## src/rtl/alu_serial_seq.sv

```systemverilog
// Purpose : bit-serial ALU sequencer; feeds an external 1-bit ALU LSB first and assembles a WIDTH-bit result.
// Latency : start accepted at cycle 0, busy for cycles 1..WIDTH, done pulses at cycle WIDTH+1.
// Backpress: none; start is ignored outside IDLE (no queuing), re-issue no earlier than the cycle after done.
//
// Ports:
//   clk, rst_n          rising-edge clock, synchronous active-low reset
//   start, op, a, b     operation request; op/a/b captured when start is accepted in IDLE
//   busy, done          busy while bits are processed, one-cycle completion pulse
//   result, carry, zero assembled result, final carry (ADD/SUB only), result==0 flag
//   alu_a/b/cin/op      drive to the external combinational 1-bit ALU
//   alu_y, alu_cout     same-cycle return from the 1-bit ALU
//
// Build option: define ALU_SERIAL_SEQ_SUB_EN to enable op 001 = A - B
// (carry=1 means no borrow). Without it op 001 behaves as an undefined opcode.

module alu_serial_seq #(
  parameter int WIDTH = 8
) (
  input  logic             clk,
  input  logic             rst_n,
  input  logic             start,
  input  logic [2:0]       op,
  input  logic [WIDTH-1:0] a,
  input  logic [WIDTH-1:0] b,
  output logic             busy,
  output logic             done,
  output logic [WIDTH-1:0] result,
  output logic             carry,
  output logic             zero,
  output logic             alu_a,
  output logic             alu_b,
  output logic             alu_cin,
  output logic [2:0]       alu_op,
  input  logic             alu_y,
  input  logic             alu_cout
);

  // One extra bit so the counter can reach WIDTH without wrapping.
  localparam int CW = $clog2(WIDTH) + 1;

  typedef enum logic [1:0] {
    S_IDLE = 2'd0,
    S_RUN  = 2'd1,
    S_DONE = 2'd2
  } state_t;

  state_t           state;
  logic [WIDTH-1:0] a_sh;
  logic [WIDTH-1:0] b_sh;
  logic [2:0]       op_q;
  logic             carry_q;
  logic [CW-1:0]    cnt;

  logic             op_valid;
  logic             is_arith;
  logic             bit_y;
  logic             last_bit;
  logic [WIDTH-1:0] result_nxt;

`ifdef ALU_SERIAL_SEQ_SUB_EN
  logic             sub_q;
`endif

  // Opcode decode on the captured op. Undefined opcodes have their ALU
  // output masked so the result is 0 whatever the external ALU returns.
  always_comb begin
    op_valid = 1'b0;
    is_arith = 1'b0;
    case (op_q)
      3'b000: begin op_valid = 1'b1; is_arith = 1'b1; end
`ifdef ALU_SERIAL_SEQ_SUB_EN
      3'b001: begin op_valid = 1'b1; is_arith = 1'b1; end
`endif
      3'b010, 3'b011, 3'b100, 3'b101: op_valid = 1'b1;
      default: begin op_valid = 1'b0; is_arith = 1'b0; end
    endcase
  end

  assign bit_y      = op_valid & alu_y;
  assign result_nxt = {bit_y, result[WIDTH-1:1]};
  assign last_bit   = (cnt == CW'(WIDTH - 1));

  // Drive to the 1-bit ALU: live only in RUN, otherwise parked on op 111.
  always_comb begin
    alu_a   = 1'b0;
    alu_b   = 1'b0;
    alu_cin = 1'b0;
    alu_op  = 3'b111;
    if (state == S_RUN) begin
      alu_a   = a_sh[0];
      alu_cin = carry_q;
`ifdef ALU_SERIAL_SEQ_SUB_EN
      // Subtraction is A + ~B + 1 on the adder.
      alu_b   = b_sh[0] ^ sub_q;
      alu_op  = sub_q ? 3'b000 : op_q;
`else
      alu_b   = b_sh[0];
      alu_op  = op_q;
`endif
    end
  end

  always_ff @(posedge clk) begin
    if (!rst_n) begin
      state   <= S_IDLE;
      busy    <= 1'b0;
      done    <= 1'b0;
      result  <= '0;
      carry   <= 1'b0;
      zero    <= 1'b1;
      a_sh    <= '0;
      b_sh    <= '0;
      op_q    <= 3'b000;
      carry_q <= 1'b0;
      cnt     <= '0;
`ifdef ALU_SERIAL_SEQ_SUB_EN
      sub_q   <= 1'b0;
`endif
    end else begin
      case (state)
        S_IDLE: begin
          done <= 1'b0;
          if (start) begin
            a_sh    <= a;
            b_sh    <= b;
            op_q    <= op;
            result  <= '0;
            zero    <= 1'b1;
            cnt     <= '0;
`ifdef ALU_SERIAL_SEQ_SUB_EN
            sub_q   <= (op == 3'b001);
            carry_q <= (op == 3'b001);
`else
            carry_q <= 1'b0;
`endif
            busy    <= 1'b1;
            state   <= S_RUN;
          end
        end

        S_RUN: begin
          a_sh    <= a_sh >> 1;
          b_sh    <= b_sh >> 1;
          result  <= result_nxt;
          carry_q <= alu_cout;
          cnt     <= cnt + CW'(1);
          if (last_bit) begin
            // Flags are registered on entry to DONE so they are valid
            // in the same cycle as the done pulse.
            busy  <= 1'b0;
            done  <= 1'b1;
            carry <= is_arith & alu_cout;
            zero  <= (result_nxt == '0);
            state <= S_DONE;
          end
        end

        S_DONE: begin
          done  <= 1'b0;
          state <= S_IDLE;
        end

        default: begin
          busy  <= 1'b0;
          done  <= 1'b0;
          state <= S_IDLE;
        end
      endcase
    end
  end

endmodule

```

## config.mk

```make
export PLATFORM = sky130hd
export DESIGN_NAME = alu_serial_seq
export DESIGN_NICKNAME = d
export VERILOG_FILES = /design/src/rtl/alu_serial_seq.sv
export SDC_FILE = /design/constraint.sdc
export NUM_CORES = 1
export LEC_CHECK = 0
export CORE_ASPECT_RATIO = 0.8
export CORE_MARGIN = 4
export CORE_UTILIZATION = 60
export CTS_CLUSTER_DIAMETER = 30
export CTS_CLUSTER_SIZE = 28
export DETAILED_ROUTE_END_ITERATION = 6
export DONT_BUFFER_PORTS = 1
export PLACE_DENSITY = 0.77
export SETUP_SLACK_MARGIN = 0.4
export SLEW_MARGIN = 15
export SYNTH_ARGS = -nofsm -noshare
export SYNTH_HDL_FRONTEND = slang
export SYNTH_SLANG_ARGS = --single-unit
```

## constraint.sdc

```tcl
create_clock -name clk -period 2.01 [get_ports clk]
set_input_delay 0.402 -clock clk [delete_from_list [all_inputs] [get_ports clk]]
set_output_delay 0.402 -clock clk [all_outputs]
set_load 0.02 [all_outputs]
```

Word level (Yosys, flattened, before mapping)
Index checks and enable logic that the tools add are counted.
Widths: inputs -> output; s select.
{ "op_classes": {"add_sub_neg": 1, "n_eq_ne": 9, "n_mux": 24, "bitwise_logic": 3, "reduce_logical": 12} }
{ "op_table": {"columns": ["op", "n"], "rows": [
  ["$pmux 8 s2", 3],
  ["$mux 8", 3],
  ["$reduce_and 2->1", 5],
  ["$mux 1", 9],
  ["$logic_not 8->1", 1],
  ["$pmux 4 s2", 1],
  ["$eq 3x2->1 const B", 2],
  ["$eq 3x3->1 const B", 2],
  ["$reduce_and 3->1", 2],
  ["$reduce_or 5->1", 1],
  ["$add 4x1->4 const B", 1],
  ["$eq 4x3->1 const B", 1],
  ["$mux 2", 2],
  ["$mux 4", 1],
  ["$ne 2x2->1 const B", 2],
  ["$pmux 1 s2", 2],
  ["$pmux 2 s2", 1],
  ["$logic_not 3->1", 1],
  ["$mux 3", 1],
  ["$pmux 1 s3", 1],
  ["$and 1x1->1", 2],
  ["$eq 2x1->1 const B", 1],
  ["$eq 2x2->1 const B", 1],
  ["$logic_not 2->1", 1],
  ["other kinds (2)", 2]
]} }
{ "totals": {"ff_bits": 38, "in_bits": 24, "out_inout_bits": 18, "elab_cells": 60} }

Longest topological paths before layout
Gate-level depths: netlist of run 1.
{ "logic_depth": {"word_depth": 7, "depth_mapped": 6, "mapped_depth_nobuf": 4} }

Least setup slack after synthesis of run 1
No wires, ideal clock.
{ "synth_timing": {"path_type": "register -> output", "start": "register state[0]", "end": "output alu_a", "arrival_time_ns": 1.090, "t_required_ns": 1.608, "path_slack_ns": 0.518, "stages_incl_launch_ff": 5, "path_buffers": 2, "path_cell_list": "dfxtp_1 nor2b_1 clkbuf_2 clkbuf_1 and2_1"} }
{ "synth_via": {"elab_chain_cells": 2} }
{ "synth_lines": {"columns": ["item", "line_no", "text"], "rows": [
  ["from (decl)", "47", "state_t state;"],
  ["from (signal assigned)", "105", "state <= S_IDLE;"],
  ["from (signal assigned)", "137", "state <= S_RUN;"],
  ["from (signal assigned)", "154", "state <= S_DONE;"],
  ["$eq 2x1->1", "89", "if (state == S_RUN) begin"],
  ["$mux 1", "89", null],
  ["to (decl)", "30", "output logic alu_a,"]
]} }
Every way passes these cells.

Worst setup path in the final report of run 1
{ "layout_timing": {"start": "register state[1]", "end": "output alu_op[2]"} }
{ "layout_via": {"elab_chain_cells": 2} }
{ "layout_lines": {"columns": ["item", "line_no", "text"], "rows": [
  ["$eq 2x1->1", "89", null],
  ["$mux 3", "89", null],
  ["to (decl)", "33", "output logic [2:0] alu_op,"]
]} }
Every way passes these cells.

==> results of run 1 <==
## worst max-delay path, cell delays in order, from the launching register on
cell,delay (ns)
dfxtp_4,0.38
nor2b_4,0.13
buf_6,0.12
nand2b_1,0.07
buf_6,0.13
## metal layers
| metal | vias up | part of all wire (%) | track usage, % |
|---|---|---|---|
| met5 | - | 0 | 0 |
| met2 | 41 | 46 | 29.65 |
| li1 | 658 | - | - |
| met3 | 5 | 7.2 | 7.187 |
| met1 | 611 | 46 | 27.26 |
| met4 | 0 | 0.83 | 7.770 |
## per-stage QoR
stage / setup slack (ns) / instance area (µm²) / util [%] / std cells / total power [mW]
after floorplan: 0.5185 / 1627 / - / 182 / 0.9625
after global placement: 0.4385 / 1654 / 65.58 / 212 / 0.9858
after detailed placement: 0.3964 / 1654 / 65.58 / 212 / 0.9939
after CTS: 0.4044 / 1799 / 71.33 / 222 / 1.661
after global routing: 0.3672 / 1829 / 72.52 / 224 / 1.730
final: 0.4308 / 1829 / 72.52 / 224 / 1.661
## layout make-up
| type | instances | area share, % |
|---|---|---|
| sequential | 38 | 41.86 |
| timing repair buffer | 11 | 5.198 |
| clock inverter | 2 | 3.283 |
| inverter | 2 | 0.4104 |
| clock buffer | 6 | 2.804 |
| tap | 36 | 2.462 |
| multi-input combinational | 129 | 43.98 |
## synthesized netlist by cell type
library cell   n  area (µm²)
nor2_2         1       6.260
a2bb2oi_1      1       8.760
nand3_1        4       20.02
a31oi_1        1       6.260
or4_1          1       7.510
nor3b_1        1       7.510
nand3b_1       5       37.54
o21ai_0        2       10.01
nand2_1       33       123.9
ha_1           1       12.51
buf_4          1       7.510
inv_2          1       3.750
inv_1          1       3.750
and2_1         3       18.77
or3b_1         1       8.760
o21ba_4        1       16.27
buf_2          7       35.03
mux2i_1        3       30.03
and3b_1        1       8.760
and3_1         1       6.260
a21oi_1        5       25.02
nor3b_2        1       12.51
a22o_1         8       70.07
nor3_1         1       5.000
clkbuf_1       1       3.750
nor4b_1        1       8.760
a22o_2         2       20.02
a311oi_1      15       131.4
or3_1          2       12.51
nor2b_1        2       12.51
buf_6          1       11.26
buf_1          2       7.510
o21a_1         1       7.510
a211oi_1       2       15.01
nor2_1        19       71.32
clkbuf_2       1       5.000
o21bai_1       2       15.01
dfxtp_1       38       760.7
nand2b_1       6       37.54
a21o_1         2       15.01
## final timing paths
check        slack [ns]  cells after the start        end
max                0.43                      4  alu_op[2]
min                0.19                      1    carry_q
min reg2reg        0.48                      2    b_sh[1]
max reg2reg        0.50                      3       zero
## state kept, by name, indices dropped and copies added (netlist names)
| register | count |
|---|---|
| a_sh | 8 |
| b_sh | 8 |
| result | 8 |
| cnt | 4 |
| op_q | 3 |
| state | 2 |
| busy | 1 |
| carry | 1 |
| carry_q | 1 |
| done | 1 |
| zero | 1 |
## timing repair
item,4_1_cts,5_1_grt
buffers inserted,2,1
setup endpoints to repair,16,17
resized for setup,8,7
cloned,0,1
## kinds of logic after synthesis
| group | Yosys count | share of synthesized area [%] |
|---|---|---|
| buffers and inverters | 15 | 4.768 |
| multiplexers | 3 | 1.846 |
| AO/OA/AOI/OAI | 42 | 20.92 |
| adder cells (fa/ha/maj) | 1 | 0.7691 |
| AND/OR/NAND/NOR | 83 | 24.92 |
| flip-flops | 38 | 46.77 |
## power by group through the flow
stage	Combinational [mW]	Sequential (mW)	Clock [mW]
floorplan	0.133	0.830	0
global placement	0.152	0.834	0
global route	0.192	0.823	0.715
detailed placement	0.158	0.836	0
finish	0.172	0.818	0.671
CTS	0.164	0.818	0.679
==> out/metrics.cfg, run 1 <==
[outcome]
status=finished, final reports clean

[floorplanning]
initial_utilization_pct=64.48
die_w_um=66.21
die_area_um2=3613
core_um2=2522
rows=16
ioPinCount=42
die_h_um=54.57

[yosys]
ys_types=40
yosys_warnings=0
syn_nets=207
postSynthAreaPerCell_um2=8.937
ys_seq_elements=38
yosysSeqAreaShare_pct=46.77
synthCells=182
netlist_area_um2=1627

[clock_network]
clockBufferDepth=2
cts_tree=yes
cts.sinks=38
numCtsBuffers=5
clk_pin_slew_ns=0.11
insertion_delay_ns=0.34
hold_buffers=0
cts_root_buffer=clkbuf_4
htree_levels=2

[finish]
final_common_cell=dfxtp_1
antennaDiodeCount=0
regArea_um2=765.7
n_fill_cell=202
area_growth_pct=12.46
mostFrequentLayoutCells=dfxtp_1 (36), nand2_1 (33), nor2_1 (18), a311oi_1 (15), a22o_1 (8)
drive_above_1_share_pct=17.02
fin_nets=212
multi_input_area_um2=804.5

[job]
cap_violations=0

[sta]
rsz0062_at_grt=yes
whs_ns=0.1900
layout_worst_path_cycle_share_pct=78.57
fin_worst_skew_ns=0.004219
finalHoldViolCount=0
fin_tns_setup_ns=0
period_minus_slack_ns=1.579
relSlewSlack_pct=66.81
drv_slew=0
worstMarginPinSlew_ns=0.4971
fmax_ghz=0.6332
setup_viol=0

[global_routing]
grt_max_degree=31
grt_pass1_vias=1140
antenna_found_initial=0
grt_pass1_wl_mm=5.430
overflow=0
track_usage_pct=20.22

[power_and_ir_drop]
switching_share_pct=22.48
vdd_drop_max_mv=0.6135
power_frac_comb_pct=10.4
p_clk_share_pct=40.4
p_per_area_nw_per_um2=908.1
internal_power_mw=1.288
pwr-share-seq_pct=49.2
p_switching_mw=0.3735
leakage_nw=0.7283

[routing]
wl_per_cell_um=15.52
routed_wl_mm=3.477
viasPerCell=5.871
drtIter0Drc=100
first_pass_iters=4
vias=1315
drc_errors=0
ant_nets=0

[critical_path]
crit_arrival_ns=1.18
timing.rr.start=result[2]
startpoint_type=register
critical_path_class=register to output pin
path_max_fanout=5
cp-end-kind=output pin
crit_path_start=state[1]
cp.required_ns=1.61

[min_path]
hp-class=input pin to register
min_from=alu_cout

[place]
place.gp.congestion=0.7751
dp_hpwl_mm=2.382
numPortBuffers=0

No activity file was read; power rests on OpenSTA's default activity.
==> run 2: changes to the inputs <==
==> constraint.sdc (replaced) <==
create_clock -name clk -period 1.5 [get_ports clk]
set_input_delay 0.3 -clock clk [delete_from_list [all_inputs] [get_ports clk]]
set_output_delay 0.3 -clock clk [all_outputs]
set_load 0.02 [all_outputs]
==> out/metrics.cfg, run 2 (synthesized netlist as in run 1, its figures left out) <==
[outcome]
status=finished with violations  ; was finished, final reports clean
violations=negative setup slack

[critical_path]
critical_path_class=register to output pin  ; unchanged
reg2reg_slack_ns=0.07  ; was 0.50 ns
reg2regPathDepth=5  ; was 3
startpoint_type=register  ; unchanged
cp-end-kind=output pin  ; unchanged
cp.required_ns=1.20  ; was 1.61 ns
path_max_fanout=6  ; was 5
r2r-end=op_q[0]  ; was zero
critical-path-top-delay-family=flip-flops  ; unchanged
cp_num_cells=3  ; was 4
crit_arrival_ns=1.22  ; was 1.18 ns
slowest_stage=dfxtp_4  ; unchanged
crit_path_start=state[0]  ; was state[1]
path_buf_inv=1  ; was 2
cp_cell_sequence=nor2b_4, buf_6, and2_4  ; was nor2b_4, buf_6, nand2b_1, buf_6
timing.rr.start=state[0]  ; was result[2]
slowest_delay_ns=0.37  ; was 0.38 ns

[global_routing]
overflow=0  ; unchanged
grt_use_met3_pct=10.47  ; was 7.187%
grt_pass1_vias=1566  ; was 1,140
grt_max_degree=17  ; was 31
grt_pass1_wl_mm=8.038  ; was 5.430 mm
globalRoute.busiestLayer=met2  ; unchanged
antenna_found_initial=0  ; unchanged
use_met2_pct=50.41  ; was 29.65%
track_usage_pct=31.33  ; was 20.22%
grtUsageMet1_pct=37.07  ; was 27.26%

[sta]
layout_worst_path_cycle_share_pct=101.3
setup_viol=3  ; was 0
relSlewSlack_pct=67.35  ; was 66.81%
fin_tns_setup_ns=-0.05639  ; was 0 ns
rsz0062_at_grt=yes  ; unchanged
worstMarginPinSlew_ns=0.4891  ; was 0.4971 ns
finalHoldViolCount=0  ; unchanged
drv_slew=0  ; unchanged
fin_worst_skew_ns=0.01921  ; was 0.004219 ns
fmax_ghz=0.6582
period_minus_slack_ns=1.519
fin_ws_ns=-0.01926  ; was 0.4308 ns

[clock_network]
hold_buffers=0  ; unchanged
numCtsBuffers=5  ; unchanged
clk_pin_slew_ns=0.11  ; about the same
cts_tree=yes  ; unchanged
htree_levels=2  ; unchanged
cts.sinks=38  ; unchanged
insertion_delay_ns=0.38  ; was 0.34 ns
cts_root_buffer=clkbuf_4  ; unchanged
clockBufferDepth=2  ; unchanged

[min_path]
min_from=op[1]  ; was alu_cout
whs_path_depth=2  ; was 1
min_to=op_q[1]  ; was carry_q
hp-class=input pin to register  ; unchanged

[power_and_ir_drop]
vdd_drop_max_mv=1.100  ; was 0.6135 mV
p_per_area_nw_per_um2=1047  ; was 908.1 nW/µm²
leakage_nw=0.8807  ; was 0.7283 nW

[routing]
drtIter0Drc=179  ; was 100
viasPerCell=7.083  ; was 5.871
drc_errors=0  ; unchanged
routed_wl_mm=6.212  ; was 3.477 mm
vias=1707  ; was 1,315
wl_per_cell_um=25.78  ; was 15.52 µm
ant_nets=0  ; unchanged
first_pass_iters=5  ; was 4

[finish]
mostFrequentLayoutCells=nand2_1 (32), dfxtp_1 (20), a311oi_2 (14), buf_6 (12), dfxtp_2 (11)  ; was dfxtp_1 (36), nand2_1 (33), nor2_1 (18), a311oi_1 (15), a22o_1 (8)
reg.largest.list=a_sh: 8 flops, b_sh: 8 flops, result: 8 flops  ; unchanged
fin_nets=229  ; was 212
final_cell_area_um2=2342  ; was 1829 µm²
multi_input_area_um2=1122  ; was 804.5 µm²
area_growth_pct=44.00  ; was 12.46%
final_common_cell=nand2_1  ; was dfxtp_1
drive_above_1_share_pct=48.29  ; was 17.02%
antennaDiodeCount=0  ; unchanged
regArea_um2=800.8  ; was 765.7 µm²
n_fill_cell=81  ; was 202

[floorplanning]
rows=16  ; unchanged
initial_utilization_pct=64.48  ; unchanged
core_um2=2522  ; unchanged
die_h_um=54.57  ; unchanged
ioPinCount=42  ; unchanged
die_area_um2=3613  ; unchanged
die_w_um=66.21  ; unchanged

[job]
cap_violations=0  ; unchanged

[place]
place.gp.congestion=0.7725  ; was 0.7751
dp_hpwl_mm=2.623  ; was 2.382 mm
place_area_um2=1739  ; was 1654 µm²
numPortBuffers=0  ; unchanged

==> run 2: cell count changes in the layout (fill, tap and decap cells not counted), moves of 4 or more <==
cell and change:
dfxtp_4 +6, a311oi_1 -14, nor2_1 -8, buf_6 +8, o21ba_4 +4, nand2b_1 -4
nand2b_4 +4, dfxtp_1 -16, nor2_4 +10, a311oi_2 +14, dfxtp_2 +10
==> run 2: power breakdown <==
part           leakage [nW]  switching, mW  internal [mW]  total, mW
logic                 0.501          0.224          0.177      0.401
registers             0.321         0.0552           1.05       1.11
clock network        0.0585          0.378          0.564      0.943
total                 0.881          0.657           1.79       2.45
==> run 2: metrics by stage <==
stage	power [mW]	std cells	hold WS [ns]	util [%]	setup slack, ns
floorplan	1.328	182	0.4326	-	0.2280
global placement	1.336	215	0.4433	68.95	0.1852
detailed placement	1.349	215	0.4386	68.95	0.1575
CTS	2.325	240	0.08939	86.76	0.04438
global route	2.494	241	0.08651	92.86	-0.03685
finish	2.452	241	0.08359	92.86	-0.01926
==> run 2: worst max path at each step <==
stage	end	slack (ns)
2_1_floorplan	zero	0.23
3_3_place_gp	zero	0.19
3_5_place_dp	zero	0.16
4_1_cts	alu_cin	0.04
5_1_grt	op_q[0]	-0.04
6_report	alu_a	-0.02
==> run 2: area by class of cell <==
type / instances / share of cell area, %
Clock buffer: 6 / 2.190
Timing Repair Buffer: 22 / 10.90
Multi-Input combinational cell: 135 / 47.92
Sequential cell: 38 / 34.19
Inverter: 2 / 0.3205
Tap cell: 36 / 1.923
Clock inverter: 2 / 2.564
==> run 2: layer usage <==
metal / wire (µm) / vias up
met3: 708 / 40
met1: 2397 / 819
met4: 297 / 0
met5: 0 / -
met2: 2809 / 138
li1: - / 710
==> run 2: what timing repair did <==
item | 4_1_cts | 5_1_grt
endpoints found under the setup margin | 52 | 53
gates cloned | 7 | 0
buffers inserted | 10 | 1
gates resized for setup | 50 | 31
pin swaps | 27 | 18
==> run 2: worst reg2reg max path: stages, from the launching register on <==
cell and delay, ns:
dfxtp_4 0.36, buf_4 0.19, buf_6 0.15, nor3b_4 0.32
mux2i_1 0.23, nor2_1 0.05
==> run 3: changes to the inputs <==
--- a/config.mk
+++ b/config.mk
@@ -14,6 +14,7 @@
 export DONT_BUFFER_PORTS = 1
 export PLACE_DENSITY = 0.77
 export SETUP_SLACK_MARGIN = 0.4
+export SKIP_LAST_GASP = 1
 export SLEW_MARGIN = 15
 export SYNTH_ARGS = -nofsm -noshare
 export SYNTH_HDL_FRONTEND = slang
==> out/metrics.cfg, run 3 (synthesized netlist as in run 1, its figures left out) <==
[sta]
fin_tns_setup_ns=-0.01829  ; was -0.05639 ns
setup_viol=3  ; unchanged
period_minus_slack_ns=1.508  ; was 1.519 ns
layout_worst_path_cycle_share_pct=100.5  ; was 101.3%
fin_ws_ns=-0.008101  ; was -0.01926 ns
worstMarginPinSlew_ns=0.4711  ; was 0.4891 ns
fin_worst_skew_ns=0.02179  ; was 0.01921 ns
rsz0062_at_grt=yes  ; unchanged
drv_slew=0  ; unchanged
finalHoldViolCount=0  ; unchanged
whs_ns=0.06468  ; was 0.08359 ns
relSlewSlack_pct=68.55  ; was 67.35%
fmax_ghz=0.6631  ; was 0.6582 GHz

[floorplanning]
ioPinCount=42  ; unchanged
core_um2=2522  ; unchanged
rows=16  ; unchanged
die_area_um2=3613  ; unchanged
initial_utilization_pct=64.48  ; unchanged
die_h_um=54.57  ; unchanged
die_w_um=66.21  ; unchanged

[global_routing]
grt_max_degree=17  ; unchanged
overflow=0  ; unchanged
grt_pass1_vias=1566  ; unchanged
antenna_found_initial=0  ; unchanged
track_usage_pct=31.33  ; unchanged
grt_pass1_wl_mm=8.038  ; unchanged

[place]
numPortBuffers=0  ; unchanged
dp_hpwl_mm=2.623  ; unchanged
place_area_um2=1739  ; unchanged
place.gp.congestion=0.7725  ; unchanged
pre_cts_slack_ns=0.1575  ; unchanged
place_inst=215  ; unchanged

[critical_path]
cp-end-kind=output pin  ; unchanged
slowest_stage=dfxtp_4  ; unchanged
path_buf_inv=1  ; unchanged
timing.rr.start=state[0]  ; unchanged
critical_path_class=register to output pin  ; unchanged
path_max_fanout=6  ; unchanged
slowest_delay_ns=0.36  ; was 0.37 ns
startpoint_type=register  ; unchanged
critical-path-top-delay-family=flip-flops  ; unchanged
cp_cell_sequence=nor2b_4, buf_6, and2_4  ; unchanged
r2r-end=op_q[1]  ; was op_q[0]
reg2regPathDepth=5  ; unchanged
reg2reg_slack_ns=0.05  ; was 0.07 ns
crit_end=alu_cin  ; was alu_a
crit_path_start=state[0]  ; unchanged
cp_num_cells=3  ; unchanged
cp.required_ns=1.20  ; about the same
crit_arrival_ns=1.21  ; was 1.22 ns

[clock_network]
insertion_delay_ns=0.38  ; about the same
clk_pin_slew_ns=0.13  ; was 0.11 ns
clockBufferDepth=2  ; unchanged
cts_tree=yes  ; unchanged
hold_buffers=0  ; unchanged
htree_levels=2  ; unchanged
numCtsBuffers=5  ; unchanged
cts.sinks=38  ; unchanged
cts_root_buffer=clkbuf_4  ; unchanged

[min_path]
hp-class=input pin to register  ; unchanged
min_from=b[1]  ; was op[1]

[power_and_ir_drop]
p_total_mw=2.426  ; was 2.452 mW
leakage_nw=0.8755  ; was 0.8807 nW
p_per_area_nw_per_um2=1054  ; was 1047 nW/µm²
vdd_drop_max_mv=0.9201  ; was 1.100 mV

[outcome]
violations=negative setup slack  ; unchanged
status=finished with violations  ; unchanged

[job]
cap_violations=0  ; unchanged

[routing]
ant_nets=0  ; unchanged
vias=1662  ; was 1,707
drc_errors=0  ; unchanged
wl_per_cell_um=24.18  ; was 25.78 µm
routed_wl_mm=5.827  ; was 6.212 mm
first_pass_iters=5  ; unchanged
drtIter0Drc=161  ; was 179
viasPerCell=6.896  ; was 7.083

[finish]
final_cell_area_um2=2301  ; was 2342 µm²
area_growth_pct=41.46  ; was 44.00%
reg.largest.list=a_sh: 8 flops, b_sh: 8 flops, result: 8 flops  ; unchanged
final_core_util_pct=91.22  ; was 92.86%
n_fill_cell=87  ; was 81
drive_above_1_share_pct=46.83  ; was 48.29%
final_common_cell=nand2_1  ; unchanged
antennaDiodeCount=0  ; unchanged
fin_nets=229  ; unchanged
final_cells=241  ; unchanged
mostFrequentLayoutCells=nand2_1 (32), dfxtp_1 (20), a311oi_2 (13), nor2_1 (12), buf_6 (12)  ; was nand2_1 (32), dfxtp_1 (20), a311oi_2 (14), buf_6 (12), dfxtp_2 (11)

==> run 3: area by class of cell <==
cell class | instances | area (µm²) | area share [%]
clock buffers | 6 | 51.30 | 2.229
clock inverters | 2 | 60.06 | 2.610
inverters | 2 | 7.507 | 0.3263
multi-input cells | 135 | 1081 | 46.98
flip-flops and latches | 38 | 800.8 | 34.80
well taps | 36 | 45.04 | 1.958
repair buffers | 22 | 255.2 | 11.09
==> run 3: worst reg2reg max path: cells and delay by family (launching register included) <==
family	cells	cell delay, ns
buffers and inverters	2	0.35
flip-flops	1	0.36
multiplexers	1	0.25
AND/OR/NAND/NOR	2	0.38
==> run 3: worst min-delay path by stage <==
stage,to,depth (start not counted)
final,b_sh[1],2
after global routing,carry_q,1
after CTS,carry_q,1
after detailed placement,carry_q,1
after global placement,carry_q,1
after floorplan,carry_q,1
==> run 3: timing repair <==
item / CTS / global route
cloned: 7 / 0
resized for setup: 50 / 22
setup buffers: 10 / 1
endpoints found under the setup margin: 52 / 53
pin swaps: 27 / 17
==> run 3: where the power goes <==
part	total (mW)	internal (mW)	switching [mW]
Sequential	1.10	1.05	0.0466
Clock	0.940	0.564	0.376
Combinational	0.385	0.170	0.215
==> run 3: metal layers <==
layer | routed length, µm | track usage, % | vias to the layer above | part of all wire, %
li1 | - | - | 714 | -
met1 | 2274 | 37.07 | 808 | 39
met2 | 2756 | 50.41 | 118 | 47
met3 | 631 | 10.47 | 22 | 11
met4 | 165 | 17.91 | 0 | 2.8
met5 | 0 | 0 | - | 0
